<file path="src/rtl/protocol_pkg.sv">
// Shared definitions for the controller link: command codes, default
// field widths and the decoder state encoding.
package protocol_pkg;

    // Command codes carried in the message header
    localparam int CMD_KEYFRAME = 0;

    // Default header / keyframe field widths (bits)
    localparam int DEF_CMD_W  = 5;
    localparam int DEF_LEN_W  = 11;
    localparam int DEF_TYPE_W = 6;
    localparam int DEF_TIME_W = 10;

    // Decoder FSM states
    typedef enum logic [2:0] {
        S_CMD     = 3'd0,
        S_LEN     = 3'd1,
        S_KF_TYPE = 3'd2,
        S_KF_DUR  = 3'd3,
        S_KF_DATA = 3'd4,
        S_SKIP    = 3'd5
    } state_t;

    function automatic int max_int(input int a, input int b);
        return (a > b) ? a : b;
    endfunction

endpackage

</file>
<file path="src/rtl/serial_sync.sv">
// Brings the asynchronous DCK/CS/MOSI link into the i_clk domain.
// Each line passes a 2-flop synchroniser; one further aligned stage
// produces the DCK rising-edge bit strobe together with matching cs and
// mosi, so a strobe and the data bit / chip select it belongs to always
// appear in the same cycle.
module serial_sync (
    input  logic i_clk,
    input  logic i_rst,
    input  logic i_dck,
    input  logic i_cs,
    input  logic i_mosi,
    output logic cs,
    output logic mosi,
    output logic bit_strobe
);

    logic [1:0] dck_s;
    logic [1:0] cs_s;
    logic [1:0] mosi_s;
    logic       dck_prev;

    // Synchronise all three lines, then detect DCK rise and align cs/mosi with it
    always_ff @(posedge i_clk or posedge i_rst) begin
        if (i_rst) begin
            dck_s      <= 2'b00;
            cs_s       <= 2'b11;
            mosi_s     <= 2'b00;
            dck_prev   <= 1'b0;
            cs         <= 1'b1;
            mosi       <= 1'b0;
            bit_strobe <= 1'b0;
        end else begin
            dck_s      <= {dck_s[0], i_dck};
            cs_s       <= {cs_s[0], i_cs};
            mosi_s     <= {mosi_s[0], i_mosi};
            dck_prev   <= dck_s[1];
            bit_strobe <= dck_s[1] & ~dck_prev;
            cs         <= cs_s[1];
            mosi       <= mosi_s[1];
        end
    end

endmodule

</file>
<file path="src/rtl/frame_decoder.sv">
// Serial command decoder for the LED lamp. Parses byte-framed messages
// (command, byte length, payload) arriving MSB-first on the DCK/CS/MOSI
// link and turns KEYFRAME payloads into keyframe-buffer writes. Several
// messages may share one CS window; unknown commands are skipped by
// length. Overflowing words, too-short keyframes and CS aborts raise a
// one-cycle o_err.
//
// Handshake: there is no backpressure. o_wen is a one-cycle strobe;
// o_addr/o_data are valid exactly while o_wen is high, and o_addr steps
// to the next address in the cycle after the strobe.
module frame_decoder
    import protocol_pkg::*;
#(
    parameter int c_ledboards = 30,
    parameter int c_bpc       = 12,
    parameter int c_channels  = c_ledboards * 32,
    parameter int c_addr_w    = $clog2(c_channels),
    parameter int c_cmd_w     = DEF_CMD_W,
    parameter int c_len_w     = DEF_LEN_W,
    parameter int c_time_w    = DEF_TIME_W,
    parameter int c_type_w    = DEF_TYPE_W
) (
    input  logic                i_clk,
    input  logic                i_rst,
    input  logic                i_dck,
    input  logic                i_cs,
    input  logic                i_mosi,
    output logic                o_wen,
    output logic [c_addr_w-1:0] o_addr,
    output logic [c_bpc-1:0]    o_data,
    output logic [c_time_w-1:0] o_time,
    output logic [c_type_w-1:0] o_type,
    output logic                o_kf_done,
    output logic                o_err,
    output state_t              o_dbg_state
);

    // Widest field decides the shift register width; counter covers it
    localparam int c_sr_w  = max_int(max_int(max_int(c_cmd_w, c_len_w),
                                             max_int(c_type_w, c_time_w)), c_bpc);
    localparam int c_cnt_w = $clog2(c_sr_w + 1);

    logic                cs_sync;
    logic                mosi_sync;
    logic                bit_strobe;

    state_t              state;
    logic [c_cnt_w-1:0]  bit_cnt;
    logic [c_sr_w-2:0]   sr;
    logic [c_sr_w-1:0]   sr_next;
    logic [c_cmd_w-1:0]  cmd_q;
    logic [c_len_w-1:0]  byte_cnt;
    logic [c_len_w-1:0]  len_next;
    logic [2:0]          bit8;
    logic [c_type_w-1:0] type_q;
    // One bit wider than o_addr so the "buffer full" value is representable
    logic [c_addr_w:0]   addr_cnt;
    logic                dropped;
    logic                in_payload;
    logic                in_kf;

    serial_sync u_sync (
        .i_clk      (i_clk),
        .i_rst      (i_rst),
        .i_dck      (i_dck),
        .i_cs       (i_cs),
        .i_mosi     (i_mosi),
        .cs         (cs_sync),
        .mosi       (mosi_sync),
        .bit_strobe (bit_strobe)
    );

    assign sr_next     = {sr, mosi_sync};
    assign len_next    = sr_next[c_len_w-1:0];
    assign in_kf       = (state == S_KF_TYPE) || (state == S_KF_DUR) || (state == S_KF_DATA);
    assign in_payload  = in_kf || (state == S_SKIP);
    assign o_addr      = addr_cnt[c_addr_w-1:0];
    assign o_dbg_state = state;

    // Message FSM: field counting, header latching, word writes and payload length tracking
    always_ff @(posedge i_clk or posedge i_rst) begin
        if (i_rst) begin
            state     <= S_CMD;
            bit_cnt   <= '0;
            sr        <= '0;
            cmd_q     <= '0;
            byte_cnt  <= '0;
            bit8      <= 3'd0;
            type_q    <= '0;
            addr_cnt  <= '0;
            dropped   <= 1'b0;
            o_wen     <= 1'b0;
            o_data    <= '0;
            o_time    <= '0;
            o_type    <= '0;
            o_kf_done <= 1'b0;
            o_err     <= 1'b0;
        end else begin
            o_wen     <= 1'b0;
            o_kf_done <= 1'b0;
            o_err     <= 1'b0;

            // Address advances in the cycle after each write strobe
            if (o_wen) begin
                addr_cnt <= addr_cnt + (c_addr_w + 1)'(1);
            end

            if (cs_sync) begin
                // Deselect abandons any message in flight; a strobe this cycle is ignored
                state    <= S_CMD;
                bit_cnt  <= '0;
                bit8     <= 3'd0;
                byte_cnt <= '0;
                if (!(state == S_CMD && bit_cnt == '0)) begin
                    o_err <= 1'b1;
                end
            end else if (bit_strobe) begin
                sr <= sr_next[c_sr_w-2:0];

                case (state)
                    S_CMD: begin
                        if (bit_cnt == c_cnt_w'(c_cmd_w - 1)) begin
                            cmd_q   <= sr_next[c_cmd_w-1:0];
                            bit_cnt <= '0;
                            state   <= S_LEN;
                        end else begin
                            bit_cnt <= bit_cnt + c_cnt_w'(1);
                        end
                    end
                    S_LEN: begin
                        if (bit_cnt == c_cnt_w'(c_len_w - 1)) begin
                            bit_cnt  <= '0;
                            byte_cnt <= len_next;
                            bit8     <= 3'd0;
                            if (len_next == '0) begin
                                state <= S_CMD;
                            end else if (cmd_q == c_cmd_w'(CMD_KEYFRAME)) begin
                                if (len_next >= c_len_w'(2)) begin
                                    state <= S_KF_TYPE;
                                end else begin
                                    // Too short to hold the keyframe header
                                    state <= S_SKIP;
                                    o_err <= 1'b1;
                                end
                            end else begin
                                state <= S_SKIP;
                            end
                        end else begin
                            bit_cnt <= bit_cnt + c_cnt_w'(1);
                        end
                    end
                    S_KF_TYPE: begin
                        if (bit_cnt == c_cnt_w'(c_type_w - 1)) begin
                            type_q  <= sr_next[c_type_w-1:0];
                            bit_cnt <= '0;
                            state   <= S_KF_DUR;
                        end else begin
                            bit_cnt <= bit_cnt + c_cnt_w'(1);
                        end
                    end
                    S_KF_DUR: begin
                        if (bit_cnt == c_cnt_w'(c_time_w - 1)) begin
                            // Type and duration become visible together
                            o_type   <= type_q;
                            o_time   <= sr_next[c_time_w-1:0];
                            addr_cnt <= '0;
                            dropped  <= 1'b0;
                            bit_cnt  <= '0;
                            state    <= S_KF_DATA;
                        end else begin
                            bit_cnt <= bit_cnt + c_cnt_w'(1);
                        end
                    end
                    S_KF_DATA: begin
                        if (bit_cnt == c_cnt_w'(c_bpc - 1)) begin
                            bit_cnt <= '0;
                            if (addr_cnt < (c_addr_w + 1)'(c_channels)) begin
                                o_wen  <= 1'b1;
                                o_data <= sr_next[c_bpc-1:0];
                            end else if (!dropped) begin
                                // Report overflow once per message
                                o_err   <= 1'b1;
                                dropped <= 1'b1;
                            end
                        end else begin
                            bit_cnt <= bit_cnt + c_cnt_w'(1);
                        end
                    end
                    S_SKIP: begin
                    end
                    default: begin
                        state <= S_CMD;
                    end
                endcase

                // Payload length governs when a message ends, whatever state it is in;
                // an incomplete trailing word is simply abandoned here
                if (in_payload) begin
                    bit8 <= bit8 + 3'd1;
                    if (bit8 == 3'd7) begin
                        byte_cnt <= byte_cnt - c_len_w'(1);
                        if (byte_cnt == c_len_w'(1)) begin
                            if (in_kf) begin
                                o_kf_done <= 1'b1;
                            end
                            state   <= S_CMD;
                            bit_cnt <= '0;
                        end
                    end
                end
            end
        end
    end

endmodule

</file>
<file path="config.mk">
export PLATFORM = sky130hd
export DESIGN_NAME = frame_decoder
export DESIGN_NICKNAME = d
export VERILOG_FILES = /design/src/rtl/protocol_pkg.sv /design/src/rtl/serial_sync.sv /design/src/rtl/frame_decoder.sv
export SDC_FILE = /design/constraint.sdc
export NUM_CORES = 1
export LEC_CHECK = 0
export CAP_MARGIN = 20
export CORE_MARGIN = 3
export CORE_UTILIZATION = 45
export CTS_CLUSTER_DIAMETER = 200
export CTS_CLUSTER_SIZE = 30
export DETAILED_ROUTE_END_ITERATION = 7
export DONT_BUFFER_PORTS = 1
export GPL_TIMING_DRIVEN = 1
export SETUP_SLACK_MARGIN = 0.2
export SLEW_MARGIN = 25
export SYNTH_ARGS = -nofsm -noshare
export SYNTH_HDL_FRONTEND = slang
export SYNTH_SLANG_ARGS = --single-unit
</file>
<file path="constraint.sdc">
create_clock -name i_clk -period 7 [get_ports i_clk]
set_input_delay 1.4 -clock i_clk [delete_from_list [all_inputs] [get_ports i_clk]]
set_output_delay 1.4 -clock i_clk [all_outputs]
set_load 0.01 [all_outputs]
</file>
==> results.tsv <==
stage	metric	value	unit
timing	fin_setup_tns	0	ns
synthesis	postSynthCellCount	429	
placed_design	gp_congestion	0.892	
synthesis	yosysSeqAreaShare	0.523	
placed_design	numPlacedInstances	533	
drt	wirelength	9750	um
worst_setup_path	cpPeakStageDelay	0.92	ns
timing	maxSlewViolCount	0	
drt	drt.antenna.violating_nets	0	
power	total_power	1.05	mW
global_routing	grt_pass1_vias	3128	
global_routing	grt_max_degree	74	
cts	cts.path.max_buffers	2	
timing	worst_slew_pin_slew	0.912	ns
cts	cts_root_buf	clkbuf_8	
drt	drt_iter0_markers	298	
cts	cts.sinks	96	
timing	rsz0062_at_grt	no	
synthesis	synth_flop_cell	dfrtp_1	
global_routing	track_usage	0.180	
die	pin_count	49	
synthesis	synth.ff_latch_count	96	
synthesis	yosysUniqueCellTypes	59	
cts	cts_buffers	9	
layout	drive_above_1_share	0.178	
die	die-area	11500	um2
placed_design	dp_hpwl	6550	um
layout	antenna_cells	0	
worst_setup_path	cp-end-kind	flop	
drt	drc_errors	0	
layout	layoutNonFillerInstCount	549	
synthesis	async_reset_ff_frac	1.00	
cts	post_cts_buffers	0	
timing	hold_viol_final	0	
placed_design	port_buffers	0	
power	ir_drop	141	uV
worst_setup_path	rr_endpoint	o_data[8]$_DFFE_PP0P_	
worst_setup_path	path_buf_inv	0	
worst_setup_path	crit_arrival	3.05	ns
cts	clk_pin_slew	0.11	ns
worst_setup_path	crit_required	7.25	ns
worst_setup_path	crit_fanout	22	
layout	finish.net_count	425	
worst_setup_path	path_class	flop to flop	
status	status	finished, final reports clean	
timing	finalClockSkew	0.0149	ns
timing	slew_headroom	0.389	
global_routing	grt-ovfl-total	0	
flow_run	maxCapViolations	0	
timing	holdWs	0.347	ns
min_path	holdPathStages	0	
synthesis	synth_edf_count	0	
synthesis	synth_nets	443	
synthesis	synth_top_cell_by_area	dfrtp_1	
cts	hold_buffers	0	
synthesis	synth.area.top_cells	dfrtp_1 51%, mux2_2 8.6%, nand2_1 4.1%	
cts	cts_tree	done	
timing	fmax	357	MHz
cts	clk_latency	0.37	ns
power	leakage	2.25	nW
synthesis	synth_top_area_share	0.506	
die	die_w	107	um
die	row_count	36	
worst_setup_path	reg2reg_slack	4.20	ns
cts	ctsResizeCount	0	
synthesis	synth.avg_cell_area	10.7	um2
synthesis	yosysWarnings	0	
die	core	9860	um2
worst_setup_path	slowest_stage	nor3_2	
worst_setup_path	worstRegToRegCells	3	
power	powerDensity	216	nW/um2
drt	vias	3153	
drt	first_pass_iters	4	
worst_setup_path	cp-start-kind	flop	
global_routing	grt_pass1_wl	16400	um
timing	setup_viol	0	
drt	viasPerCell	5.74	
timing	fin_crit_sh	0.400	
die	die_y	107	um
synthesis	synth_most_common_cell	dfrtp_1	
worst_setup_path	r2r_start	u_sync.bit_strobe$_DFF_PP0_	
worst_setup_path	crit_chain	nand2_1, nor3_2, mux2_2	
cts	htreeDepth	3	
min_path	hp-class	flop to flop	
synthesis	synth_area	4600	um2
synthesis	netlist_top_cells_count	93 x dfrtp_1, 50 x nand2_1, 35 x mux2_2, 28 x nor2_1, 22 x o21ai_0	
timing	layout_min_cycle_time	2.80	ns
global_routing	grt_antenna_before_repair	0	
worst_setup_path	path_delay_family	simple AND/OR/NAND/NOR gates	
min_path	worstHoldStart	u_sync.cs_s[1]$_DFF_PP1_	
min_path	min_to	u_sync.cs$_DFF_PP1_	
drt	avgRoutedWirePerCell	17.8	um
layout	syn_to_final_growth	5.36	%
die	start_util	0.466	
## worst reg2reg max path, stage by stage (launching register included)
cell and delay, ns:
dfrtp_1 0.73, nand2_1 0.62, nor3_2 0.92, mux2_2 0.42
## final cells by class
class                      count  area [um2]
clock inverter                 7        95.1
timing repair buffer           3        22.5
sequential                    96        2410
clock buffer                   9         124
tap                          133         166
inverter                      10        40.0
fill                         875        5020
multi-input combinational    291        1990
## layer usage
layer  share of wire  up-vias  GRT usage
li1                -     1481          -
met2            0.47       71      0.284
met4           0.012        0     0.0420
met1            0.47     1590      0.247
met3           0.047       11     0.0500
met5               0        -          0
## registers in the layout, indices dropped and copies added, names as in the netlist
| name | count |
|---|---|
| bit8 | 3 |
| o_time | 10 |
| o_type | 6 |
| u_sync.mosi_s | 2 |
| addr_cnt | 11 |
| u_sync.bit_strobe | 1 |
| o_err | 1 |
| cmd_q | 5 |
| u_sync.dck_prev | 1 |
| dropped | 1 |
| u_sync.cs_s | 2 |
| u_sync.cs | 1 |
| byte_cnt | 11 |
| o_data | 12 |
| o_wen | 1 |
| o_kf_done | 1 |
| u_sync.dck_s | 2 |
| type_q | 6 |
| u_sync.mosi | 1 |
| o_dbg_state | 3 |
| bit_cnt | 4 |
| sr | 11 |
## per-stage QoR
stage | util | setup WS [ns] | cell area (um2)
floorplan | - | 3.10 | 4600
global placement | 0.469 | 4.36 | 4630
detailed placement | 0.469 | 4.23 | 4630
CTS | 0.491 | 4.22 | 4850
global route | 0.491 | 3.93 | 4850
finish | 0.491 | 4.20 | 4850
## cells in the final DEF, fill, tap and decap left out, types with 3 or more instances in the layout
cell      netlist  final
nor4_1          4      4
a21o_1          5      5
mux2_4          5      5
nand4_1         7      7
buf_4          11      3
ha_1            9      9
a22oi_1         3      3
nor3_1         16     15
o21ai_0        22     22
a31oi_1         3      3
nand2_1        50     50
nor2b_1         6      6
dfrtp_1        93     93
or3b_2          3      3
a21oi_1        16     16
dfstp_2         3      3
clkbuf_8        0      9
xor2_1          5      5
mux2_2         35     35
nand3_1         9      9
nor2_1         28     28
inv_1          10      9
nor3b_1         4      4
xnor2_1         8      8
a211oi_1       11     11
## where the power goes
group / internal [mW] / switching [mW]
clock: 0.176 / 0.220
sequential: 0.570 / 0.0305
combinational: 0.0161 / 0.0334
total: 0.762 / 0.284
## cell families (layout without fill, tap and decap cells)
logic type,Yosys count,count (layout),synth area share
flip-flops,96,96,0.523
multiplexers,41,41,0.104
AO/OA/AOI/OAI,82,82,0.118
AND/OR/NAND/NOR,146,146,0.159
adder cells (fa/ha/maj),9,9,0.0245
XOR/XNOR,13,13,0.0248
buffers and inverters,42,29,0.0462
## worst max path at each step
stage / startpoint / to / slack [ns] / depth (start not counted)
2_1_floorplan: i_rst / addr_cnt[0]$_DFF_PP0_ / 3.10 / 1
3_3_place_gp: u_sync.bit_strobe$_DFF_PP0_ / o_data[3]$_DFFE_PP0P_ / 4.36 / 3
6_report: u_sync.bit_strobe$_DFF_PP0_ / o_data[8]$_DFFE_PP0P_ / 4.20 / 3
5_1_grt: u_sync.bit_strobe$_DFF_PP0_ / o_data[8]$_DFFE_PP0P_ / 3.93 / 3
4_1_cts: u_sync.bit_strobe$_DFF_PP0_ / o_data[8]$_DFFE_PP0P_ / 4.22 / 3
3_5_place_dp: u_sync.bit_strobe$_DFF_PP0_ / o_data[8]$_DFFE_PP0P_ / 4.23 / 3
Note: power is estimated with default switching activity, not from simulation.
